<file path="src/rtl/mc_ctrl_fsm_pkg.sv">
// Shared definitions for the multi-cycle MIPS control unit: state encodings, opcode/funct
// constants, datapath select codes and the Moore output decode. ILLEGAL_TRAP_EN enables the TRAP state.
package mc_ctrl_fsm_pkg;

    typedef enum logic [3:0] {
        S_IF   = 4'd0,
        S_ID   = 4'd1,
        S_EX_R = 4'd2,
        S_WB_R = 4'd3,
        S_EX_I = 4'd4,
        S_WB_I = 4'd5,
        S_MA   = 4'd6,
        S_MRD  = 4'd7,
        S_MWB  = 4'd8,
        S_MWR  = 4'd9,
        S_BEQ  = 4'd10,
        S_JMP  = 4'd11,
        S_TRAP = 4'd15
    } state_t;

    localparam logic [5:0] OP_RTYPE = 6'b000000;
    localparam logic [5:0] OP_LW    = 6'b100011;
    localparam logic [5:0] OP_SW    = 6'b101011;
    localparam logic [5:0] OP_BEQ   = 6'b000100;
    localparam logic [5:0] OP_J     = 6'b000010;
    localparam logic [5:0] OP_ADDI  = 6'b001000;
    localparam logic [5:0] OP_ANDI  = 6'b001100;
    localparam logic [5:0] OP_ORI   = 6'b001101;
    localparam logic [5:0] OP_SLTI  = 6'b001010;

    localparam logic [5:0] F_ADD = 6'b100000;
    localparam logic [5:0] F_SUB = 6'b100010;
    localparam logic [5:0] F_AND = 6'b100100;
    localparam logic [5:0] F_OR  = 6'b100101;
    localparam logic [5:0] F_SLT = 6'b101010;

    localparam logic [2:0] ALU_AND = 3'b000;
    localparam logic [2:0] ALU_OR  = 3'b001;
    localparam logic [2:0] ALU_ADD = 3'b010;
    localparam logic [2:0] ALU_SUB = 3'b110;
    localparam logic [2:0] ALU_SLT = 3'b111;

    localparam logic [1:0] SRCB_B      = 2'b00;
    localparam logic [1:0] SRCB_FOUR   = 2'b01;
    localparam logic [1:0] SRCB_IMM    = 2'b10;
    localparam logic [1:0] SRCB_IMM_SH = 2'b11;

    localparam logic [1:0] PCSRC_ALU    = 2'b00;
    localparam logic [1:0] PCSRC_ALUOUT = 2'b01;
    localparam logic [1:0] PCSRC_JUMP   = 2'b10;
`ifdef ILLEGAL_TRAP_EN
    localparam logic [1:0] PCSRC_TRAP   = 2'b11;
`endif

    typedef struct packed {
        logic       pc_write;
        logic       pc_write_cond;
        logic       i_or_d;
        logic       mem_read;
        logic       mem_write;
        logic       reg_dst;
        logic       mem_to_reg;
        logic       reg_write;
        logic       alu_src_a;
        logic [1:0] alu_src_b;
        logic [1:0] pc_source;
    } ctrl_t;

    // Registered Moore outputs for the state being entered; the fetch strobes are qualified by mem_ready elsewhere.
    function automatic ctrl_t decode_ctrl(input state_t s);
        ctrl_t c;
        c = '0;
        case (s)
            S_IF: begin
                c.mem_read  = 1'b1;
                c.alu_src_b = SRCB_FOUR;
                c.pc_source = PCSRC_ALU;
            end
            S_ID:   c.alu_src_b = SRCB_IMM_SH;
            S_EX_R: begin
                c.alu_src_a = 1'b1;
                c.alu_src_b = SRCB_B;
            end
            S_WB_R: begin
                c.reg_dst   = 1'b1;
                c.reg_write = 1'b1;
            end
            S_EX_I, S_MA: begin
                c.alu_src_a = 1'b1;
                c.alu_src_b = SRCB_IMM;
            end
            S_WB_I: c.reg_write = 1'b1;
            S_MRD: begin
                c.mem_read = 1'b1;
                c.i_or_d   = 1'b1;
            end
            S_MWB: begin
                c.mem_to_reg = 1'b1;
                c.reg_write  = 1'b1;
            end
            S_MWR: begin
                c.mem_write = 1'b1;
                c.i_or_d    = 1'b1;
            end
            S_BEQ: begin
                c.alu_src_a     = 1'b1;
                c.alu_src_b     = SRCB_B;
                c.pc_source     = PCSRC_ALUOUT;
                c.pc_write_cond = 1'b1;
            end
            S_JMP: begin
                c.pc_source = PCSRC_JUMP;
                c.pc_write  = 1'b1;
            end
`ifdef ILLEGAL_TRAP_EN
            S_TRAP: begin
                c.pc_source = PCSRC_TRAP;
                c.pc_write  = 1'b1;
            end
`endif
            default: c = '0;
        endcase
        return c;
    endfunction

endpackage

</file>
<file path="src/rtl/mc_ctrl_fsm_alu_dec.sv">
// ALU operation and immediate-extension decode from the current state, opcode and funct.
module mc_ctrl_fsm_alu_dec
    import mc_ctrl_fsm_pkg::*;
(
    input  state_t     state,
    input  logic [5:0] opcode,
    input  logic [5:0] funct,
    output logic [2:0] alu_ctrl,
    output logic       ext_sel
);

    // Add with sign-extension everywhere except the R-type, I-type ALU and branch-compare states.
    always_comb begin
        alu_ctrl = ALU_ADD;
        ext_sel  = 1'b1;
        case (state)
            S_EX_R: begin
                case (funct)
                    F_ADD:   alu_ctrl = ALU_ADD;
                    F_SUB:   alu_ctrl = ALU_SUB;
                    F_AND:   alu_ctrl = ALU_AND;
                    F_OR:    alu_ctrl = ALU_OR;
                    F_SLT:   alu_ctrl = ALU_SLT;
                    default: alu_ctrl = ALU_ADD;
                endcase
            end
            S_EX_I: begin
                case (opcode)
                    OP_ADDI: alu_ctrl = ALU_ADD;
                    OP_SLTI: alu_ctrl = ALU_SLT;
                    OP_ANDI: begin
                        alu_ctrl = ALU_AND;
                        ext_sel  = 1'b0;
                    end
                    OP_ORI: begin
                        alu_ctrl = ALU_OR;
                        ext_sel  = 1'b0;
                    end
                    default: alu_ctrl = ALU_ADD;
                endcase
            end
            S_BEQ:   alu_ctrl = ALU_SUB;
            default: alu_ctrl = ALU_ADD;
        endcase
    end

endmodule

</file>
<file path="src/rtl/mc_ctrl_fsm.sv">
// Multi-cycle control FSM for the MIPS-subset core, with memory wait states and bus-error timeout.
// Define ILLEGAL_TRAP_EN to route unknown opcodes through the TRAP state and expose illegal_op.
module mc_ctrl_fsm
    import mc_ctrl_fsm_pkg::*;
#(
    parameter int MEM_TIMEOUT = 16,
    parameter int CNT_W       = 5
) (
    input  logic       clk,
    input  logic       rst,
    input  logic [5:0] opcode,
    input  logic [5:0] funct,
    input  logic       zero,
    input  logic       mem_ready,
    output logic       pc_write,
    output logic       pc_write_cond,
    output logic       i_or_d,
    output logic       mem_read,
    output logic       mem_write,
    output logic       ir_write,
    output logic       reg_dst,
    output logic       mem_to_reg,
    output logic       reg_write,
    output logic       alu_src_a,
    output logic [1:0] alu_src_b,
    output logic [2:0] alu_ctrl,
    output logic [1:0] pc_source,
    output logic       ext_sel,
    output logic       bus_err,
    output logic [3:0] state
`ifdef ILLEGAL_TRAP_EN
    ,
    output logic       illegal_op
`endif
);

`ifdef ILLEGAL_TRAP_EN
    localparam state_t ILLEGAL_NEXT = S_TRAP;
`else
    localparam state_t ILLEGAL_NEXT = S_IF;
`endif

    state_t           state_q;
    state_t           state_nxt;
    logic [CNT_W-1:0] cnt_q;
    logic [CNT_W-1:0] cnt_nxt;
    logic [CNT_W-1:0] cnt_inc;
    logic             timeout;
    ctrl_t            ctrl_q;
    logic             bus_err_q;
    logic             fetch_done;
    logic             unused_zero;
`ifdef ILLEGAL_TRAP_EN
    logic             illegal_q;
`endif

    // The branch decision is made in the datapath from pc_write_cond and zero.
    assign unused_zero = zero;

    // An IF cycle with mem_read low is a quiet cycle (after reset or a bus error) and never fetches.
    always_comb begin
        state_nxt = state_q;
        cnt_nxt   = '0;
        timeout   = 1'b0;
        cnt_inc   = cnt_q + CNT_W'(1);
        case (state_q)
            S_IF, S_MRD, S_MWR: begin
                if (!(ctrl_q.mem_read | ctrl_q.mem_write)) begin
                    state_nxt = S_IF;
                end else if (mem_ready) begin
                    state_nxt = (state_q == S_IF)  ? S_ID  :
                                (state_q == S_MRD) ? S_MWB : S_IF;
                end else if (cnt_inc == CNT_W'(MEM_TIMEOUT)) begin
                    timeout   = 1'b1;
                    state_nxt = S_IF;
                end else begin
                    cnt_nxt = cnt_inc;
                end
            end
            S_ID: begin
                case (opcode)
                    OP_RTYPE:                         state_nxt = S_EX_R;
                    OP_LW, OP_SW:                     state_nxt = S_MA;
                    OP_BEQ:                           state_nxt = S_BEQ;
                    OP_J:                             state_nxt = S_JMP;
                    OP_ADDI, OP_ANDI, OP_ORI, OP_SLTI: state_nxt = S_EX_I;
                    default:                          state_nxt = ILLEGAL_NEXT;
                endcase
            end
            S_EX_R:  state_nxt = S_WB_R;
            S_EX_I:  state_nxt = S_WB_I;
            S_MA:    state_nxt = (opcode == OP_SW) ? S_MWR : S_MRD;
            default: state_nxt = S_IF;
        endcase
    end

    // A timeout lands in a quiet IF cycle with every enable low and bus_err high.
    always_ff @(posedge clk or posedge rst) begin
        if (rst) begin
            state_q   <= S_IF;
            cnt_q     <= '0;
            ctrl_q    <= '0;
            bus_err_q <= 1'b0;
`ifdef ILLEGAL_TRAP_EN
            illegal_q <= 1'b0;
`endif
        end else begin
            state_q   <= state_nxt;
            cnt_q     <= cnt_nxt;
            ctrl_q    <= timeout ? ctrl_t'('0) : decode_ctrl(state_nxt);
            bus_err_q <= timeout;
`ifdef ILLEGAL_TRAP_EN
            illegal_q <= (state_nxt == S_TRAP);
`endif
        end
    end

    assign fetch_done    = (state_q == S_IF) & ctrl_q.mem_read & mem_ready;
    assign ir_write      = fetch_done;
    assign pc_write      = ctrl_q.pc_write | fetch_done;
    assign pc_write_cond = ctrl_q.pc_write_cond;
    assign i_or_d        = ctrl_q.i_or_d;
    assign mem_read      = ctrl_q.mem_read;
    assign mem_write     = ctrl_q.mem_write;
    assign reg_dst       = ctrl_q.reg_dst;
    assign mem_to_reg    = ctrl_q.mem_to_reg;
    assign reg_write     = ctrl_q.reg_write;
    assign alu_src_a     = ctrl_q.alu_src_a;
    assign alu_src_b     = ctrl_q.alu_src_b;
    assign pc_source     = ctrl_q.pc_source;
    assign bus_err       = bus_err_q;
    assign state         = state_q;
`ifdef ILLEGAL_TRAP_EN
    assign illegal_op    = illegal_q;
`endif

    mc_ctrl_fsm_alu_dec u_alu_dec (
        .state    (state_q),
        .opcode   (opcode),
        .funct    (funct),
        .alu_ctrl (alu_ctrl),
        .ext_sel  (ext_sel)
    );

endmodule
</file>
<file path="config.mk">
export PLATFORM = sky130hd
export DESIGN_NAME = mc_ctrl_fsm
export DESIGN_NICKNAME = d
export VERILOG_FILES = /design/src/rtl/mc_ctrl_fsm_pkg.sv /design/src/rtl/mc_ctrl_fsm_alu_dec.sv /design/src/rtl/mc_ctrl_fsm.sv
export SDC_FILE = /design/constraint.sdc
export NUM_CORES = 1
export LEC_CHECK = 0
export ABC_AREA = 1
export CAP_MARGIN = 20
export CORE_MARGIN = 1.5
export CORE_UTILIZATION = 48
export CTS_CLUSTER_DIAMETER = 200
export CTS_CLUSTER_SIZE = 10
export DETAILED_ROUTE_END_ITERATION = 7
export GPL_TIMING_DRIVEN = 0
export PLACE_DENSITY = 0.76
export SYNTH_ARGS = -nofsm -noshare
export SYNTH_HDL_FRONTEND = slang
export SYNTH_HIERARCHICAL = 1
export SYNTH_SLANG_ARGS = --single-unit
</file>
<file path="constraint.sdc">
create_clock -name clk -period 1.9 [get_ports clk]
set_input_delay 0.38 -clock clk [delete_from_list [all_inputs] [get_ports clk]]
set_output_delay 0.38 -clock clk [all_outputs]
set_load 0.1 [all_outputs]
</file>
==> metrics.txt <==
status=complete, but fails checks; failing checks=setup timing; dominant cell type by area after synthesis=dfrtp_1; crit-path cells=nor2_4, nand4_1, nor2_4, or2_4, buf_12; DRC=0; Worst-Margin Slew=949 ps; Pins Over Slew Limit=0; xor/xnor share of the synthesized area=0%; Max Cap Viol=0; synth-to-layout area growth=44.6%; Lkg Pwr=1.15 nW; synth unique cells=25; Synth async-reset ratio=100%; first-pass GRT wire length=5.29 mm; via count=1,410; CTS root buffer=clkbuf_4; Max Clk Rate=500 MHz; ys flop type=dfrtp_1; vias in the first global route=1,271; die width=58.4 um; Final nets=276; gr ovfl total=0; htree depth=1; drt first pass iters=4; max reg flops=5; Post-Synth Adder-Cell Area=0.850%; mux contribution to synthesized area=0%; Post-synth top cells=45 x nand2_1, 36 x inv_1, 30 x nor2_1; Die H=58.4 um; Synth Area in Compound Gates=3.23%; Hold Buf Count CTS=0; Tcrit/Tclk final=105%; most numerous cell in the Yosys netlist=nand2_1; CTS max path bufs=2; Power per Cell Area=1670 nW/um^2; Seq/Total Area, Yosys=37.4%; dpl cells=277; Avg Cell Area, Syn=7.04 sq um; largest family of logic cells by synthesized area=simple AND/OR/NAND/NOR gates; share of post-route cells with drive strength above 1=34.1%; VDD IR max=1.39 mV; Most flops, register=cnt_q; DRT Wirelength=3.17 mm; share of the synthesized area in the top cell type=37.4%; Core Util, Final=75.2%; via/cell ratio=4.88; Skew-Pair Late Insertion Delay=300 ps; Hold Path Class=flop to flop; endpoints failing setup=3; simple-gate area share of the yosys netlist=45.6%; reg-to-reg slack, setup=180 ps; DIE AREA=3410 sq um; core area=2830 sq um; wire length per cell=11.0 um; Worst Path Required=1520 ps; worst slack, placed=-1020 ps; Tot GR Track Use=19.8%; total power=3.55 mW; Data arrival, critical path=1620 ps; Reg clk slew, reported paths=120 ps; Critical Path End Type=output port; CTS tree=yes; Hold Vio Cnt, Final=0; row count=19; Layout Cells excl Fill=289; syn_nets=226; Top delay family on crit path=simple AND/OR/NAND/NOR gates; fin crit period=2000 ps; register bit count reported by yosys=22; clock skew=11.6 ps; gpl congestion=0.834; clk sink count=22; largest net degree at the start of global routing=23; # port buffers=37; IO Pins=39; CP Launch Type=flop; synthesized instance count=209; Max stage delay on crit path=540 ps; diode count=0; worst setup margin=-99.5 ps; RSZ-0062 raised after global routing=yes; Ys Warns=6; Final HPWL DP=2.33 mm; slowest library cell on the worst path=dfrtp_4; EDFF count, synth=0; Synth area leaders=dfrtp_1 37%, nand2_1 11%, inv_1 9.2%; DRT iter0 DRCs=59; mapped cell area=1470 sq um; post-route ant nets=0; clock buffer count from CTS=3; Slew headroom=37.0%; Crit Path Category=flop to output port; Crit Path Max Fanout=6; WP buf/inv=1; Top cell by count, worst path=nor2_4; initial core utilization=52.0%; initial antenna violation count=0
-- per-stage QoR --
step           instance area [sq um]  hold WS [ps]  TNS (ps)
2_1_floorplan                   1510           369     -1050
3_3_place_gp                    1920           473     -7020
3_5_place_dp                    1920           479     -6920
4_1_cts                         2050           494      -200
5_1_grt                         2130           515      -585
6_report                        2130           492      -168
-- final cells by class --
class / instances / area (sq um)
Fill cell: 211 / 702
Inverter: 42 / 163
Clock buffer: 4 / 36.3
Multi-Input combinational cell: 141 / 798
Timing Repair Buffer: 45 / 494
Sequential cell: 22 / 567
Buffer: 4 / 30.0
Tap cell: 31 / 38.8
-- metal layers --
layer	vias to the layer above	GRT usage, %	wire length [um]
met3	2	4.84	103
met1	642	25.4	1460
li1	747	-	-
met2	19	35.3	1590
met5	-	0	0
met4	0	1.66	8
-- worst register-to-register path, stage by stage, from the launching register on --
cell and delay, ps:
dfrtp_4 540, buf_4 180, nor2_2 140, nand3_1 100
nand3_2 100, nand2_4 70, or2_1 250, nand3_2 90
nor2_1 40, nand2_1 60, nand2_1 60
-- logic make-up (layout without fill, tap and decap cells) --
logic type                 count (synthesis)  in the layout
AOI/OAI and AO/OA                          8              8
adders and majority gates                  1              1
buffers and inverters                     46             95
DFF                                       22             22
and+or+nand+nor                          132            132
-- where the power goes --
| group | total, mW | switching, mW | leakage, nW | internal (mW) |
|---|---|---|---|---|
| clock | 0.248 | 0.131 | 0.0210 | 0.117 |
| combinational | 2.56 | 1.83 | 0.845 | 0.731 |
| sequential | 0.737 | 0.120 | 0.288 | 0.617 |
| total | 3.55 | 2.08 | 1.15 | 1.47 |
-- cell usage in the layout (no fill, tap or decap), types with 2 or more instances in the layout --
| master | instances |
|---|---|
| nor3_1 | 2 |
| nand2_4 | 3 |
| dfrtp_4 | 4 |
| nor2_4 | 7 |
| nand2_2 | 11 |
| o21ai_0 | 3 |
| a21oi_1 | 2 |
| nor2_1 | 25 |
| clkdlybuf4s15_2 | 11 |
| buf_4 | 12 |
| clkdlybuf4s15_1 | 5 |
| dfrtp_1 | 17 |
| inv_2 | 8 |
| buf_12 | 4 |
| inv_1 | 32 |
| dlygate4sd2_1 | 5 |
| dlymetal6s2s_1 | 6 |
| nand2_1 | 40 |
| nor2_2 | 6 |
| nand3_1 | 16 |
| nor3_2 | 2 |
| clkdlybuf4s50_1 | 3 |
| nand4_1 | 10 |
| nand3_2 | 7 |
| inv_4 | 2 |
| clkbuf_4 | 3 |
-- repair_timing --
action	4_1_cts	5_1_grt
endpoints found under the setup margin	23	12
gates resized for setup	97	27
pin swaps	5	10
setup buffers	6	2
-- path summary, 6_finish.rpt --
check                           depth (start not counted)                 end                from
worst max-delay path                                    5            pc_write  state[3]$_DFF_PP0_
worst min-delay path                                    1  cnt_q[0]$_DFF_PP0_  cnt_q[0]$_DFF_PP0_
worst max register to register                         10  mem_read$_DFF_PP0_  state[3]$_DFF_PP0_
worst min register to register                          1  cnt_q[0]$_DFF_PP0_  cnt_q[0]$_DFF_PP0_
max in group asynchronous                               2  state[1]$_DFF_PP0_                 rst
min in group asynchronous                               2  state[2]$_DFF_PP0_                 rst
(Power assumes the default switching activity.)
